File: config.mk
export PLATFORM = sky130hd
export DESIGN_NAME = fetch_sequencer
export DESIGN_NICKNAME = d
export VERILOG_FILES = /design/src/rtl/fetch_sequencer.sv
export SDC_FILE = /design/constraint.sdc
export NUM_CORES = 1
export LEC_CHECK = 0
export BUFFER_PORTS_ARGS = -buffer_cell sky130_fd_sc_hd__buf_2
export CAP_MARGIN = 20
export CORE_MARGIN = 5
export CORE_UTILIZATION = 53
export DETAILED_ROUTE_END_ITERATION = 7
export GPL_TIMING_DRIVEN = 1
export PLACE_DENSITY = 0.84
export SYNTH_ARGS = -nofsm -noshare
export SYNTH_HDL_FRONTEND = slang
export SYNTH_SLANG_ARGS = --single-unit
File: constraint.sdc
create_clock -name CLK -period 2 [get_ports CLK]
set_input_delay 0 -clock CLK [delete_from_list [all_inputs] [get_ports CLK]]
set_output_delay 0 -clock CLK [all_outputs]
set_load 0.01 [all_outputs]
File: src/rtl/fetch_sequencer.sv
`default_nettype none
// ============================================================================
// Module      : fetch_sequencer
// Description : Program-counter controller for the instruction ROM. Handles
//               start/stall/halt/jump/branch and keeps run statistics.
// Revision    : 1.0 - initial release
// ============================================================================
module fetch_sequencer #(
  parameter int ADDR_W       = 8,
  parameter int CNT_W        = 16,
  parameter int HALT_ON_WRAP = 1
) (
  input  logic              CLK,
  input  logic              Reset_n,
  input  logic              Start,
  input  logic [ADDR_W-1:0] StartAddress,
  input  logic              Stall,
  input  logic              Halt,
  input  logic              JumpEn,
  input  logic [ADDR_W-1:0] JumpTarget,
  input  logic              BranchEn,
  input  logic [ADDR_W-1:0] BranchOffset,
  output logic [ADDR_W-1:0] InstrAddress,
  output logic              InstrValid,
  output logic              Done,
  output logic              Fault,
  output logic [CNT_W-1:0]  CycleCount,
  output logic [CNT_W-1:0]  InstrCount
);

  typedef enum logic [1:0] {
    IDLE = 2'd0,
    RUN  = 2'd1,
    DONE = 2'd2
  } state_t;

  localparam logic [ADDR_W-1:0] PC_MAX  = '1;
  localparam logic [CNT_W-1:0]  CNT_MAX = '1;

  state_t            state_q, state_d;
  logic [ADDR_W-1:0] pc_q, pc_d;
  logic              fault_q, fault_d;
  logic [CNT_W-1:0]  cycle_cnt_q, cycle_cnt_d;
  logic [CNT_W-1:0]  instr_cnt_q, instr_cnt_d;

  always_ff @(posedge CLK or negedge Reset_n) begin
    if (!Reset_n) begin
      state_q     <= IDLE;
      pc_q        <= '0;
      fault_q     <= 1'b0;
      cycle_cnt_q <= '0;
      instr_cnt_q <= '0;
    end else begin
      state_q     <= state_d;
      pc_q        <= pc_d;
      fault_q     <= fault_d;
      cycle_cnt_q <= cycle_cnt_d;
      instr_cnt_q <= instr_cnt_d;
    end
  end

  always_comb begin
    state_d     = state_q;
    pc_d        = pc_q;
    fault_d     = fault_q;
    cycle_cnt_d = cycle_cnt_q;
    instr_cnt_d = instr_cnt_q;

    case (state_q)
      IDLE, DONE: begin
        if (Start) begin
          state_d     = RUN;
          pc_d        = StartAddress;
          fault_d     = 1'b0;
          cycle_cnt_d = '0;
          instr_cnt_d = '0;
        end
      end

      RUN: begin
        if (cycle_cnt_q != CNT_MAX) cycle_cnt_d = cycle_cnt_q + CNT_W'(1);
        if (!Stall) begin
          if (instr_cnt_q != CNT_MAX) instr_cnt_d = instr_cnt_q + CNT_W'(1);
          if (Halt) begin
            state_d = DONE;
          end else if (JumpEn) begin
            pc_d = JumpTarget;
          end else if (BranchEn) begin
            // Same-width add is the sign-extended offset modulo 2^ADDR_W.
            pc_d = pc_q + BranchOffset;
          end else if (pc_q == PC_MAX) begin
            if (HALT_ON_WRAP != 0) begin
              state_d = DONE;
              fault_d = 1'b1;
            end else begin
              pc_d = '0;
            end
          end else begin
            pc_d = pc_q + ADDR_W'(1);
          end
        end
      end

      default: state_d = IDLE;
    endcase
  end

  assign InstrAddress = pc_q;
  assign InstrValid   = (state_q == RUN);
  assign Done         = (state_q == DONE);
  assign Fault        = fault_q;
  assign CycleCount   = cycle_cnt_q;
  assign InstrCount   = instr_cnt_q;

endmodule
`default_nettype wire

Word-level counts from Yosys, hierarchy flattened:

Index checks and enable logic that the tools add are counted.

* add/subtract/negate cells: 4
* multiply operators: 0
* divide/modulo/power cells: 0
* $lt $le $gt $ge: 0
* equality and inequality tests: 17
* shift-type cells: 0
* multiplexer cells: 27
* bitwise operators: 0
* reductions and logical operators: 8

Operator list (number)
* 16-bit two-way mux: 4
* 16-bit one-hot mux with 2 select lines: 2
* 8-bit two-way mux: 6
* 16-bit by 1-bit adder with 16-bit output (second input constant): 2
* 16-bit inequality test (second input constant): 2
* 8-bit one-hot mux with 2 select lines: 1
* 2-bit two-way mux: 6
* 2-bit inequality test (second input constant): 5
* 5-bit AND reduction: 2
* 8-bit by 1-bit adder with 8-bit output (second input constant): 1
* 8-bit adder: 1
* 8-bit == test (second input constant): 1
* 7-bit AND reduction: 1
* 1-bit two-way mux: 6
* 2-bit by 1-bit inequality test with 1-bit output (second input constant): 3
* 3-bit inequality test (second input constant): 2
* 4-bit inequality test (second input constant): 1
* 2-bit one-hot mux with 2 select lines: 1
* 4-bit AND reduction: 1
* 3-bit by 2-bit inequality test with 1-bit output (second input constant): 1
* 3-bit AND reduction: 1
* 2-bit by 1-bit == test with 1-bit output (second input constant): 1
* 2-bit == test (second input constant): 1
* 2-bit logical NOT: 1
* 3 further kinds: 3

* flip-flop bits (word level): 43
* bits in latches: 0
* RAM bits: 0
* ROM bits: 0
* input bits: 31
* output and inout port bits: 43
* word-level logic and storage cells: 61
* memories: 0

Depth between registers and ports, before layout:

Gate-level depths: netlist (run 1).

* depth after elaboration: 7
* gate-level depth with buffers: 9
* depth with buffers taken out: 9

Worst setup path before layout (run 1):

OpenSTA, ideal clock, no wires.

* path kind: register to register
* from: reg cycle_cnt_q[0], in the netlist CycleCount[0]
* to: reg cycle_cnt_q[0], in the netlist CycleCount[0]
* setup time: 125 ps
* arrival: 1698 ps
* data required time: 1875 ps
* setup slack: 177 ps
* cell stages (with the launch flop): 6
* buffers on the path: 0
* period minus slack after synthesis: 1823 ps
* cell sequence: dfrtp_1 > ha_1 > nand2_1 > nor4_2 > a21oi_1 > mux2_2

* longest elaborated chain between the ends: 3
* elaborated cells between the ends (all ways): 6
* classes of those cells: 1 x add/sub; 2 x eq/ne; 2 x mux; 1 x reduce/logical

RTL lines
* from (decl): line 43 `logic [CNT_W-1:0] cycle_cnt_q, cycle_cnt_d;`
* from (signal assigned): line 57 `cycle_cnt_q <= cycle_cnt_d;`
* 16-bit by 1-bit adder with 16-bit output / 16-bit inequality test (equally long branches): line 81 `if (cycle_cnt_q != CNT_MAX) cycle_cnt_d = cycle_cnt_q + CNT_W'(1);`
* 16-bit two-way mux / 2-bit by 1-bit inequality test with 1-bit output (equally long branches)
* 16-bit one-hot mux with 2 select lines / 3-bit AND reduction (equally long branches)

Several ways; a longest one is shown, not always the timed one. The select of a mux whose other input is x is not followed.
A chain may end at the register's enable or synchronous reset.

Final worst setup path (run 1):

* from: reg pc_q[1], in the netlist InstrAddress[1]
* to: reg pc_q[7], in the netlist InstrAddress[7]

* longest elaborated chain between the ends: 7
* elaborated cells between the ends (all ways): 11
* classes of those cells: 2 x add/sub; 2 x eq/ne; 6 x mux; 1 x reduce/logical

RTL lines
* from (decl): line 41 `logic [ADDR_W-1:0] pc_q, pc_d;`
* from (signal assigned): line 55 `pc_q <= pc_d;`
* 8-bit by 1-bit adder with 8-bit output: line 99 `pc_d = pc_q + ADDR_W'(1);`
* 8-bit two-way mux: line 91 `end else if (pc_q == PC_MAX) begin`
* 8-bit two-way mux: line 88 `end else if (BranchEn) begin`
* 8-bit two-way mux: line 86 `end else if (JumpEn) begin`
* 8-bit two-way mux: line 84 `if (Halt) begin`
* 8-bit two-way mux: line 82 `if (!Stall) begin`
* 8-bit one-hot mux with 2 select lines: line 69 `case (state_q)`

Several ways; a longest one is shown, not always the timed one. The select of a mux whose other input is x is not followed.

==> qor.csv, run 1 <==
metric,value,unit
wl,7.383,mm
synth_cells,307,
clkTransAtPathRegs,90,ps
die_h,82.88,microns
dpl.hpwl,5.529,mm
setup_tns,0,ps
crit_type,reg2reg,
min_path_type,in2reg,
m1WireLength,2.957,mm
stdcell_count,470,
via_count,2686,
grt_pass1_wl,12.48,mm
min_from,StartAddress[4],
finalClockSkew,11.64,ps
holdPathStages,3,
layout_min_cycle_time,1887,ps
place_congestion,0.9081,
cpPeakStageDelay,430,ps
final_nets,440,
drt_iter0_markers,164,
yosysSeqAreaShare,38.22,%
crit_family,compound AO/OA/AOI/OAI gates,
rows,26,
drc,0,
async_flop_share,100.0,%
r2r-start,InstrAddress[1],
wl_met3,441,microns
path_cells,ha_1 > a211oi_1 > o211ai_1 > a211o_1 > o2111ai_1 > nand3_1,
clock_latency,310,ps
ir_drop,735.0,uV
core,0.005140,sq mm
period_share,94.36,%
wl_per_cell,15.71,microns
cp.required,2180,ps
synth_fp_nets,348,
die-area,0.006869,sq mm
p_leak,1.627,nW
setup_ws,112.9,ps
avgSynthCellArea,9.170,sq um
area_growth,26.44,%
hold_violations,0,
synth-edff-count,0,
hold_end,InstrAddress[4],
place_ws,84.83,ps
dp.cells,454,
slowest_stage,dfrtp_1,
ant_nets,0,
grt_max_degree,29,
tritoncts,yes,
cts.sinks,43,
first_pass_iters,4,
grt_overflow,0,
port_buffers,73,
cp_num_buf_inv,0,
routed.top_layer,met4,
antenna_found_initial,0,
via_per_inst,5.715,
die_x,82.88,microns
drive_gt1_share,31.00,%
wl_met2,3.881,mm
outcome,"finished, final reports clean",
critPathCaptureType,register,
worst_pin_slew,639.2,ps
ff2ff_setup_slack,110,ps
htreeDepth,2,
worst_r2r_path_depth,6,
track_usage,21.75,%
cts_root_buf,clkbuf_8,
maxCapViolations,0,
boundaryPins,74,
fmax,0.5299,GHz
fin_hold_ws,14.90,ps
initial_utilization,54.77,%
slew_viol_final,0,
clk_path_buf_depth,2,
relSlewSlack,57.39,%
cts_buffers,5,
synth_area,0.002815,sq mm
grt_pass1_vias,2716,
insertedDiodeCount,0,
r2r_end,InstrAddress[7],
cp.arrival,2070,ps
cp-start-kind,register,
power,3.586,mW
synth_ff_type,dfrtp_1,
setup_viol,0,
ys_types,60,
yosys_register_bits,43,
yosys_warnings,0,
cp_max_fo,5,
powerDensity,1007,mW/mm^2
cell usage after synthesis (all sizes together), types with 2 or more instances:
cell | count | area share [%]
xor2 | 2 | 0.62
nor3 | 6 | 1.2
nor2b | 5 | 1.1
clkbuf | 4 | 0.53
nor4 | 8 | 2.2
a31oi | 2 | 0.44
o311a | 3 | 1.1
ha | 9 | 4.0
nand2b | 3 | 0.67
and3 | 3 | 0.71
a2111oi | 9 | 4.4
a21o | 2 | 0.53
o21ai | 13 | 2.3
o211ai | 6 | 1.8
nand4 | 9 | 2.0
dfrtp | 43 | 38
buf | 7 | 1.4
nand3 | 12 | 2.3
and2 | 7 | 1.6
xnor2 | 23 | 7.2
a211oi | 7 | 1.9
or2 | 2 | 0.44
or3 | 4 | 0.89
a21oi | 11 | 2.0
nor2 | 36 | 4.9
nand2 | 29 | 3.9
mux2i | 6 | 2.1
o2111ai | 2 | 1.2
inv | 14 | 1.9
o31a | 2 | 0.62
cells in the final DEF (no fill, tap or decap), types with 7 or more instances in the layout:
cell,n
a2111oi_2,7
a21oi_1,11
and2_1,7
buf_2,73
buf_4,16
dfrtp_1,41
dlygate4sd3_1,7
ha_1,8
inv_1,14
nand2_1,29
nand3_1,11
nand4_1,9
nor2_1,35
o21ai_1,7
xnor2_1,23
sequential cells by signal, indices dropped and copies added, names as in the netlist:
register and flops:
InstrCount 16, state_q 2, CycleCount 16, Fault 1, InstrAddress 8
final cells by class:
| type | count | area, sq um |
|---|---|---|
| clock buffer | 6 | 82.58 |
| clock inverter | 2 | 35.03 |
| fill | 421 | 1580 |
| inverter | 15 | 57.56 |
| multi-input combinational | 238 | 1663 |
| sequential | 43 | 1079 |
| tap | 70 | 87.58 |
| timing repair buffer | 96 | 555.5 |
worst register-to-register path, cell delays in order (launching register included):
cell and delay, ps:
dfrtp_1 430, ha_1 330, a211oi_1 330, o211ai_1 190
a211o_1 320, o2111ai_1 70, nand3_1 90
stage by stage:
stage               instance area [sq um]  utilization (%)
floorplan                            2815                -
detailed placement                   3336            64.90
global route                         3560            69.26
CTS                                  3523            68.55
global placement                     3336            64.90
finish                               3560            69.26
cell families after synthesis:
| family | synth area share (%) |
|---|---|
| simple gates | 23.64 |
| compound gates | 19.16 |
| flops | 38.22 |
| buf+inv | 3.955 |
| xor+xnor | 7.778 |
| fa+ha+maj | 4.711 |
| mux | 2.533 |
how the worst max path moves through the flow:
stage | startpoint | end | slack (ps) | cells past startpoint
detailed placement | InstrAddress[0] | InstrAddress[6] | 80 | 8
global placement | state_q[0] | CycleCount[13] | 150 | 6
floorplan | CycleCount[0] | CycleCount[0] | 180 | 5
global route | InstrAddress[1] | InstrAddress[7] | -30 | 6
CTS | InstrAddress[0] | InstrAddress[6] | 50 | 8
finish | InstrAddress[1] | InstrAddress[7] | 110 | 6
power breakdown:
part           internal (mW)  leakage [nW]  switching, mW
Sequential              1.03         0.573          0.216
Clock                  0.404        0.0612          0.309
Combinational          0.705         0.993          0.921
Total                   2.14          1.63           1.45
per-layer routing:
metal,GRT usage [%],vias to the layer above
li1,-,1303
met1,26.71,1288
met2,38.70,84
met3,3.267,11
met4,7.429,0
met5,0,-
what timing repair did:
item / 4_1_cts / 5_1_grt
hold buffers: 7 / 0
endpoints found under the setup margin: 0 / 8
endpoints found under the hold margin: 31 / 0
buffers inserted: 0 / 1
gates resized for setup: 0 / 10
Power figures use the tool's default switching activity.
==> run 2, diff against run 1 <==
--- a/config.mk
+++ b/config.mk
@@ -11,7 +11,8 @@
 export CORE_UTILIZATION = 53
 export DETAILED_ROUTE_END_ITERATION = 7
 export GPL_TIMING_DRIVEN = 1
-export PLACE_DENSITY = 0.84
+export MAX_ROUTING_LAYER = met4
+export PLACE_DENSITY = 0.8
 export SYNTH_ARGS = -nofsm -noshare
 export SYNTH_HDL_FRONTEND = slang
 export SYNTH_SLANG_ARGS = --single-unit
==> qor.csv, run 2 (synthesized netlist as in run 1, its figures left out) <==
metric,value,unit
setup_viol,0,
dp.cells,456,
min_path_type,in2reg,
layout_min_cycle_time,1901,ps
core,0.005140,sq mm
worst_pin_slew,576.8,ps
antenna_found_initial,0,
r2r_end,InstrAddress[7],
cp_num_buf_inv,0,
maxCapViolations,0,
final_area,0.003533,sq mm
slowest_stage,dfrtp_1,
ant_nets,0,
post-route-util,68.74,%
tritoncts,yes,
place_ws,125.2,ps
boundaryPins,74,
finalClockSkew,7.710,ps
insertedDiodeCount,0,
r2r-start,InstrAddress[1],
holdPathStages,3,
stdcell_count,470,
p_leak,1.625,nW
cts_buffers,5,
powerDensity,980.3,mW/mm^2
htreeDepth,2,
ff2ff_setup_slack,100,ps
track_usage,22.33,%
die_x,82.88,microns
via_count,2657,
rsz0062_at_grt,yes,
die-area,0.006869,sq mm
grt_max_degree,19,
fmax,0.5260,GHz
cp_max_fo,5,
grt_overflow,0,
mostFrequentLayoutCell,buf_2,
final_nets,440,
rows,26,
place_congestion,0.9029,
wl_per_cell,15.49,microns
drive_gt1_share,29.75,%
cts_root_buf,clkbuf_8,
path_cells,ha_1 > a211oi_1 > o211ai_1 > a211o_1 > o2111ai_1 > nand3_1,
drt_iter0_markers,140,
final_cell_mix,"73 x buf_2, 43 x dfrtp_1, 35 x nor2_1, 29 x nand2_1, 23 x xnor2_1",
period_share,95.06,%
min_from,StartAddress[4],
dpl.hpwl,5.597,mm
cp.arrival,2080,ps
setup_ws,98.84,ps
hold_end,InstrAddress[4],
setup_tns,0,ps
crit_family,compound AO/OA/AOI/OAI gates,
slew_viol_final,0,
clkTransAtPathRegs,80,ps
violations,hold timing,
cpPeakStageDelay,420,ps
fin_hold_ws,-1.931,ps
ir_drop,648.7,uV
first_pass_iters,5,
via_per_inst,5.653,
grt_pass1_wl,12.51,mm
outcome,finished with violations,
critPathCaptureType,register,
clk_path_buf_depth,2,
drc,0,
area_growth,25.51,%
crit_type,reg2reg,
cp.required,2180,ps
hold_violations,1,
clock_latency,300,ps
cp-start-kind,register,
wl,7.282,mm
initial_utilization,54.77,%
worst_r2r_path_depth,6,
relSlewSlack,61.29,%
grt_pass1_vias,2687,
cts.sinks,43,
die_h,82.88,microns
postPlaceCellArea,0.003363,sq mm
port_buffers,73,
==> run 2: cell type report <==
| class | instances | area, sq um |
|---|---|---|
| Multi-Input combinational cell | 238 | 1647 |
| Timing Repair Buffer | 96 | 565.5 |
| Inverter | 15 | 57.56 |
| Tap cell | 70 | 87.58 |
| Clock buffer | 8 | 100.1 |
| Fill cell | 454 | 1607 |
| Sequential cell | 43 | 1076 |
==> run 2: what timing repair did <==
action / CTS / global route
endpoints found under the setup margin: 0 / 3
gates resized for setup: 0 / 3
buffers inserted: 0 / 0
hold buffers: 6 / 0
hold endpoints to repair: 46 / 0
==> run 2: worst max-delay path by stage <==
stage | start | to | slack [ps] | depth (start not counted)
final | InstrAddress[1] | InstrAddress[7] | 100 | 6
after global routing | InstrAddress[1] | InstrAddress[7] | -30 | 6
after CTS | InstrAddress[1] | InstrAddress[7] | 110 | 6
after detailed placement | InstrAddress[1] | InstrAddress[7] | 130 | 6
after global placement | InstrAddress[1] | InstrAddress[7] | 190 | 6
after floorplan | CycleCount[0] | CycleCount[0] | 180 | 5
==> run 2: per-stage QoR <==
step / hold WS [ps] / power, mW
2_1_floorplan: -295.6 / 2.222
3_3_place_gp: -82.35 / 2.773
3_5_place_dp: -82.91 / 2.822
4_1_cts: 1.278 / 3.456
5_1_grt: 35.04 / 3.718
6_report: -1.931 / 3.464
==> run 2: worst reg2reg max path, stage by stage (launching register included) <==
cell	delay (ps)
dfrtp_1	420
ha_1	340
a211oi_1	360
o211ai_1	190
a211o_1	320
o2111ai_1	80
nand3_1	90
==> run 2: layer usage <==
| metal | track usage (%) | routed length [microns] | vias up |
|---|---|---|---|
| li1 | - | - | 1305 |
| met1 | 26.28 | 3033 | 1254 |
| met2 | 37.68 | 3719 | 83 |
| met3 | 5.149 | 383 | 15 |
| met4 | 7.429 | 146 | 0 |
| met5 | - | 0 | - |
==> run 2: power by group <==
part	total, mW	switching, mW	internal [mW]	leakage (nW)
Clock	0.613	0.297	0.315	0.0515
Combinational	1.63	0.922	0.709	0.998
Sequential	1.22	0.193	1.03	0.575
Total	3.46	1.41	2.05	1.62
